<file path="src/rtl/result_writer.sv">
// result_writer: writes systolic-array result columns into slice-major result memory C.
// Optional build macro RESULT_WRITER_RELU_EN clamps negative elements to zero on load.
module result_writer #(
    parameter int N1 = 4,
    parameter int N2 = 4,
    parameter int M  = 8,
    parameter int DW = 16,
    localparam int AW = ((M * M / N1) > 1) ? $clog2(M * M / N1) : 1
) (
    input  logic             i_clk,
    input  logic             i_rst_n,
    input  logic             i_start,
    input  logic             i_in_valid,
    output logic             o_in_ready,
    input  logic [N1*DW-1:0] i_in_data,
    output logic             o_wr_en,
    input  logic             i_wr_ready,
    output logic [AW-1:0]    o_wr_addr,
    output logic [N1*DW-1:0] o_wr_data,
    output logic             o_busy,
    output logic             o_done
);
    localparam int NCB = M / N2;
    localparam int NSL = M / N1;
    localparam int BW  = (N2 > 1) ? $clog2(N2) : 1;
    localparam int CW  = (NCB > 1) ? $clog2(NCB) : 1;
    localparam int SW  = (NSL > 1) ? $clog2(NSL) : 1;

    // state | meaning
    // IDLE  | waiting for start, no columns accepted
    // RUN   | accepting result columns into the output register
    // DRAIN | final column accepted, waiting for its write to C
    // DONE  | one-cycle completion pulse
    typedef enum logic [1:0] {IDLE, RUN, DRAIN, DONE} state_t;

    state_t           r_state;
    logic [BW-1:0]    r_beat;
    logic [CW-1:0]    r_cblk;
    logic [SW-1:0]    r_slice;
    logic             r_wr_en;
    logic [AW-1:0]    r_wr_addr;
    logic [N1*DW-1:0] r_wr_data;
    logic             r_busy;
    logic             r_done;

    logic             w_accept;
    logic             w_drain;
    logic             w_last;
    logic [AW-1:0]    w_addr;
    logic [N1*DW-1:0] w_load;

    assign o_in_ready = (r_state == RUN) && (!r_wr_en || i_wr_ready);
    assign w_accept   = i_in_valid && o_in_ready;
    assign w_drain    = r_wr_en && i_wr_ready;
    assign w_last     = (r_beat == BW'(N2 - 1)) && (r_cblk == CW'(NCB - 1))
                        && (r_slice == SW'(NSL - 1));
    // Slice-major layout shared with operand memory A: column + slice*M.
    assign w_addr     = AW'(r_cblk) * AW'(N2) + AW'(r_beat) + AW'(r_slice) * AW'(M);

    always_comb begin
        w_load = i_in_data;
`ifdef RESULT_WRITER_RELU_EN
        for (int k = 0; k < N1; k++) begin
            if (i_in_data[k*DW + DW - 1]) begin
                w_load[k*DW +: DW] = '0;
            end
        end
`endif
    end

    always_ff @(posedge i_clk or negedge i_rst_n) begin
        if (!i_rst_n) begin
            r_state   <= IDLE;
            r_beat    <= '0;
            r_cblk    <= '0;
            r_slice   <= '0;
            r_wr_en   <= 1'b0;
            r_wr_addr <= '0;
            r_wr_data <= '0;
            r_busy    <= 1'b0;
            r_done    <= 1'b0;
        end else begin
            r_done <= 1'b0;
            case (r_state)
                IDLE: begin
                    if (i_start) begin
                        r_state <= RUN;
                        r_busy  <= 1'b1;
                        r_beat  <= '0;
                        r_cblk  <= '0;
                        r_slice <= '0;
                    end
                end
                RUN: begin
                    if (w_accept) begin
                        r_wr_en   <= 1'b1;
                        r_wr_addr <= w_addr;
                        r_wr_data <= w_load;
                        if (r_beat == BW'(N2 - 1)) begin
                            r_beat <= '0;
                            if (r_cblk == CW'(NCB - 1)) begin
                                r_cblk  <= '0;
                                r_slice <= (r_slice == SW'(NSL - 1)) ? '0 : r_slice + 1'b1;
                            end else begin
                                r_cblk <= r_cblk + 1'b1;
                            end
                        end else begin
                            r_beat <= r_beat + 1'b1;
                        end
                        if (w_last) begin
                            r_state <= DRAIN;
                        end
                    end else if (w_drain) begin
                        r_wr_en <= 1'b0;
                    end
                end
                DRAIN: begin
                    if (w_drain) begin
                        r_wr_en <= 1'b0;
                        r_state <= DONE;
                        r_busy  <= 1'b0;
                        r_done  <= 1'b1;
                    end
                end
                DONE: begin
                    r_state <= IDLE;
                end
                default: begin
                    r_state <= IDLE;
                end
            endcase
        end
    end

    assign o_wr_en   = r_wr_en;
    assign o_wr_addr = r_wr_addr;
    assign o_wr_data = r_wr_data;
    assign o_busy    = r_busy;
    assign o_done    = r_done;
endmodule
</file>
<file path="config.mk">
export PLATFORM = sky130hd
export DESIGN_NAME = result_writer
export DESIGN_NICKNAME = d
export VERILOG_FILES = /design/src/rtl/result_writer.sv
export SDC_FILE = /design/constraint.sdc
export NUM_CORES = 1
export LEC_CHECK = 0
export BUFFER_PORTS_ARGS = -buffer_cell sky130_fd_sc_hd__buf_2
export CAP_MARGIN = 20
export CORE_ASPECT_RATIO = 0.7
export CORE_MARGIN = 1
export CORE_UTILIZATION = 47
export CTS_CLUSTER_DIAMETER = 50
export CTS_CLUSTER_SIZE = 12
export DETAILED_ROUTE_END_ITERATION = 12
export PLACE_DENSITY = 0.87
export REMOVE_ABC_BUFFERS = 1
export SETUP_SLACK_MARGIN = 0.15
export SYNTH_ARGS = -nofsm -noshare
export SYNTH_HDL_FRONTEND = slang
export SYNTH_SLANG_ARGS = --single-unit
</file>
<file path="constraint.sdc">
create_clock -name i_clk -period 2.05 [get_ports i_clk]
set_input_delay 0.3075 -clock i_clk [delete_from_list [all_inputs] [get_ports i_clk]]
set_output_delay 0.3075 -clock i_clk [all_outputs]
set_load 0.02 [all_outputs]
</file>
# == After elaboration in Yosys (flattened, before gate mapping) ==
# Cells that the tools add are included.
# W data, S select, Z words.
# totals
elab_cells,68
regBits,77
output_inout_bits,72
in_bits,69
# classes
n_reduce_logical,17
n_mux,27
eq_ne,10
addsub,5
# ops
op,n
$mux W1,14
$mux W2,7
$ne A2 B2 Y1 const B,5
$pmux W1 S2,4
$pmux W2 S4,1
$reduce_and A4 Y1,2
$eq A2 B2 Y1 const B,3
$reduce_and A3 Y1,2
$reduce_bool A2 Y1,3
$logic_and A1 B1 Y1,5
$reduce_and A5 Y1,1
$add A3 B2 Y4,1
$add A4 B4 Y4,1
$pmux W2 S2,1
$add A1 B1 Y1 const B,2
$add A2 B1 Y2 const B,1
$eq A2 B1 Y1 const B,1
$logic_not A2 Y1,1
$ne A2 B1 Y1 const B,1
$reduce_and A2 Y1,1
$logic_not A1 Y1,1
$logic_or A1 B1 Y1,1

# == Depth between registers and ports, before layout ==
# logic_depth
word_depth,6
depth_mapped,8

# == Worst setup path after synthesis ==
# No wires, ideal clock.
# synth_path
path_type,flip-flop to flip-flop
start,register r_state[1]
end,register r_wr_addr[1] (netlist: o_wr_addr[1])
required_ns,1.925
stages_incl_launch_ff,9
arrival_ns,1.741
slack_ns,0.184
setup_time_ns,0.125
path_buffers,3
cell_sequence,dfrtp_1 > inv_1 > ha_1 > buf_6 > a21boi_2 > nand2_2 > buf_6 > buf_6 > mux2_2
# synth_between
elab_chain_len,4
# synth_lines
element,line,text
"start, declared",36,state_t r_state;
"start signal, assigned",73,r_state <= IDLE;
"start signal, assigned",87,r_state <= RUN;
"start signal, assigned",111,r_state <= DRAIN;
$eq A2 B1 Y1,52,assign o_in_ready = (r_state == RUN) && (!r_wr_en || i_wr_ready);
$logic_and A1 B1 Y1,52,
via o_in_ready,14,"output logic o_in_ready,"
$logic_and A1 B1 Y1,53,assign w_accept = i_in_valid && o_in_ready;
$reduce_and A2 Y1 (no line),n/a,
"end signal, assigned",97,r_wr_addr <= w_addr;
"end, declared",41,logic [AW-1:0] r_wr_addr;
# The timed path passes the listed nets, and every way through them passes these cells.
# A chain may end at the register's enable or synchronous reset.

# == Worst setup path after layout ==
# layout_path
start,register r_state[1]
end,register r_wr_data[20] (netlist: o_wr_data[20])
# layout_between
elab_chain_len,4
# layout_lines
element,line,text
$eq A2 B1 Y1 (*),"52, 84",
$logic_and A1 B1 Y1,52,
$logic_and A1 B1 Y1,53,
$reduce_and A2 Y1 (no line) (*),n/a,
"end signal, assigned",98,r_wr_data <= w_load;
"end, declared",42,logic [N1*DW-1:0] r_wr_data;
# Every way passes the cells marked *; elsewhere a longest branch is shown, timed or not.

==> results.toml <==
[logic_synthesis]
synth-compound-area-share_pct = 3.22
netlist_area_sq_um = 3110
synth_mux_area_share_pct = 26.0
yosys.cell_types.count = 24
synth_seq_cells = 77
syn_area_per_cell_sq_um = 15.6
netlist.area_leader.share_pct = 62.0
synth_area_leader_cell = "dfrtp_1"
yosys.area_share.simple_pct = 3.34
synth_fa_ha_area_share_pct = 2.82
yosys-top-cells-area = "dfrtp_1 (62%), mux2_2 (26%), ha_1 (2.8%), nand2_1 (1.1%), buf_6 (1.1%)"
ys_warn_count = 0
synth_top_family_by_area = "multiplexers"
synth_xor_area_share_pct = 0
yosysSeqAreaShare_pct = 62.0
synthesis.instances = 199

[layout]
syn2layout_area_growth_pct = 32.3
antenna_cells = 0
nets = 423
stdcell_area_sq_um = 4110
drive_gt1_share_pct = 67.4
finalNonFillerCells = 428

[drt]
vias = 2131
drtIter0Drc = 50
drtPass1Iterations = 4
detail_route.vias_per_cell = 4.98
wl_um = 6020
ant_nets = 0
wire_per_inst_um = 14.1
remaining_drc_errors = 0

[clocking]
cts_made_buffers = 9
cts_num_sinks = 77
cts_tree = "yes"
cts_root_buf = "clkbuf_8"
htree_levels = 3
insertion_delay_ps = 340
clock_path_buffers = 2
path_clk_slew_ps = 80

[worst_setup_path]
r2r_end = "o_wr_data[20]$_DFFE_PN0P_"
r2r-start = "r_state[1]$_DFFE_PN0P_"
cp-end-kind = "register"
crit_path_start_kind = "register"
cp.required_ps = 2270
cp_max_fo = 69
crit_end = "o_wr_data[20]$_DFFE_PN0P_"
cp-startpoint = "r_state[1]$_DFFE_PN0P_"
reg2reg_slack_ps = 240
r2r_cells = 6
crit_arrival_ps = 2030
path_class = "register to register"

[sta]
hold_viol = 0
rsz0062_at_grt = "false"
slew_violations = 0
fin_crit_sh_pct = 88.4
worst_pin_slew_ps = 450
relSlewSlack_pct = 70.0
finalCriticalPeriod_ps = 1810
fmax_mhz = 552
skew_ps = 6.66
finalWorstSetupSlack_ps = 238
setup_viol = 0

[floorplan]
coreArea_sq_um = 6310
dieArea_sq_um = 6950
io_pins = 141
die_x_um = 99.2
die_y_um = 70.1
rows = 24
initial_utilization_pct = 49.3

[place]
globalplace.congestion = 0.788
pre_cts_slack_ps = 174
hpwl_um = 4320
dp.cells = 412
dpl_cell_area_sq_um = 3900
io_buffers = 140

[global_route]
grt_usage_pct = 18.7
grt-ovfl-total = 0
grt_pass1_wl_um = 9930
grt_pass1_vias = 2240
antenna_found_initial = 0
grt_max_degree = 70

[worst_hold_path]
min_path_type = "input port to register"
hold-path-cell-count = 2
worstHoldStart = "i_in_data[0]"

[flow_run]
cap_viol_max_count = 0

[outcome]
status = "complete, no violations"

[power_and_ir_drop]
powerDensity_nw_per_um2 = 1710
vdd_ir_drop_max_v = 0.000834
p_leak_uw = 0.00206
metal layers:
layer  global-route usage, %  vias up  routed length [um]
met5                       0        -                   0
met4                    7.35        0                 103
met3                    8.71       14                 621
met2                    31.2      109                2730
met1                    20.8     1021                2570
li1                        -      987                   -
cell usage after synthesis, drive strengths merged:
cell type and n:
dfrtp 77, mux2 71, nand2 10, buf 8
ha 7, inv 6, o21ai 4, a32o 2
nand3 2, nor2 2, a21boi 1, a221o 1
a221oi 1, a32oi 1, and3 1, and3b 1
mux2i 1, nand2b 1, nor2b 1, nor4bb 1
worst max-delay path, stage by stage, from the launching register on:
cell and delay (ps):
dfrtp_1 370, inv_1 90, ha_2 220, a21boi_2 170
nand2_2 110, buf_16 270, mux2_2 390
how the worst min path moves through the flow:
stage,to,slack (ps)
2_1_floorplan,o_busy$_DFFE_PN0P_,10
3_3_place_gp,o_wr_data[14]$_DFFE_PN0P_,280
3_5_place_dp,o_wr_data[27]$_DFFE_PN0P_,290
4_1_cts,o_wr_data[0]$_DFFE_PN0P_,180
5_1_grt,o_wr_data[39]$_DFFE_PN0P_,170
6_report,o_wr_data[0]$_DFFE_PN0P_,200
placed cells by master (no fill, tap or decap), drive strengths merged:
master         n
dfrtp         77
bufinv         1
a21boi         1
and3b          1
dlygate4sd3    1
mux2          71
nor2b          1
nand2b         1
nor4bb         1
and3           1
mux2i          1
nor2           2
a32o           2
a221o          1
inv            6
nand3          2
a221oi         1
clkinv         1
ha             7
o21ai          4
nand2         10
clkbuf        10
clkinvlp       2
a32oi          1
buf          144
layout make-up:
| class | count | area (sq um) |
|---|---|---|
| multi-input cells | 108 | 1100 |
| inverters | 6 | 22.5 |
| fillers | 458 | 2190 |
| well taps | 78 | 97.6 |
| flip-flops and latches | 77 | 1930 |
| clock inverters | 4 | 50.0 |
| clock buffers | 10 | 138 |
| repair buffers | 145 | 776 |
state kept, by name (all words and copies together), names as in the netlist:
| signal | cells |
|---|---|
| o_busy | 1 |
| o_done | 1 |
| o_wr_addr | 4 |
| o_wr_data | 64 |
| o_wr_en | 1 |
| r_beat | 2 |
| r_cblk | 1 |
| r_slice | 1 |
| r_state | 2 |
per-stage QoR:
| stage | power (uW) | setup TNS, ps | hold slack, ps | utilization, % |
|---|---|---|---|---|
| floorplan | 4850 | -32290 | 11.9 | - |
| global placement | 5840 | 0 | 282 | 61.8 |
| detailed placement | 5980 | 0 | 290 | 61.8 |
| CTS | 7100 | 0 | 178 | 65.0 |
| global route | 7490 | 0 | 175 | 65.2 |
| finish | 7050 | 0 | 197 | 65.2 |
where the power goes:
| part | total [uW] | internal (uW) | switching (uW) |
|---|---|---|---|
| logic | 3290 | 1470 | 1820 |
| registers | 2660 | 2280 | 380 |
| clock network | 1100 | 580 | 516 |
kinds of logic after synthesis:
kind of cell,Yosys count
mux,72
simple gates,19
flops,77
compound gates,10
fa+ha+maj,7
buf+inv,14
what timing repair did:
item                                   in CTS  in global routing
setup endpoints to repair                   0                 20
setup buffers                               0                  1
endpoints found under the hold margin      34                  0
hold buffers                                1                  0
resized for setup                           0                  2
No activity file was read; power rests on OpenSTA's default activity.
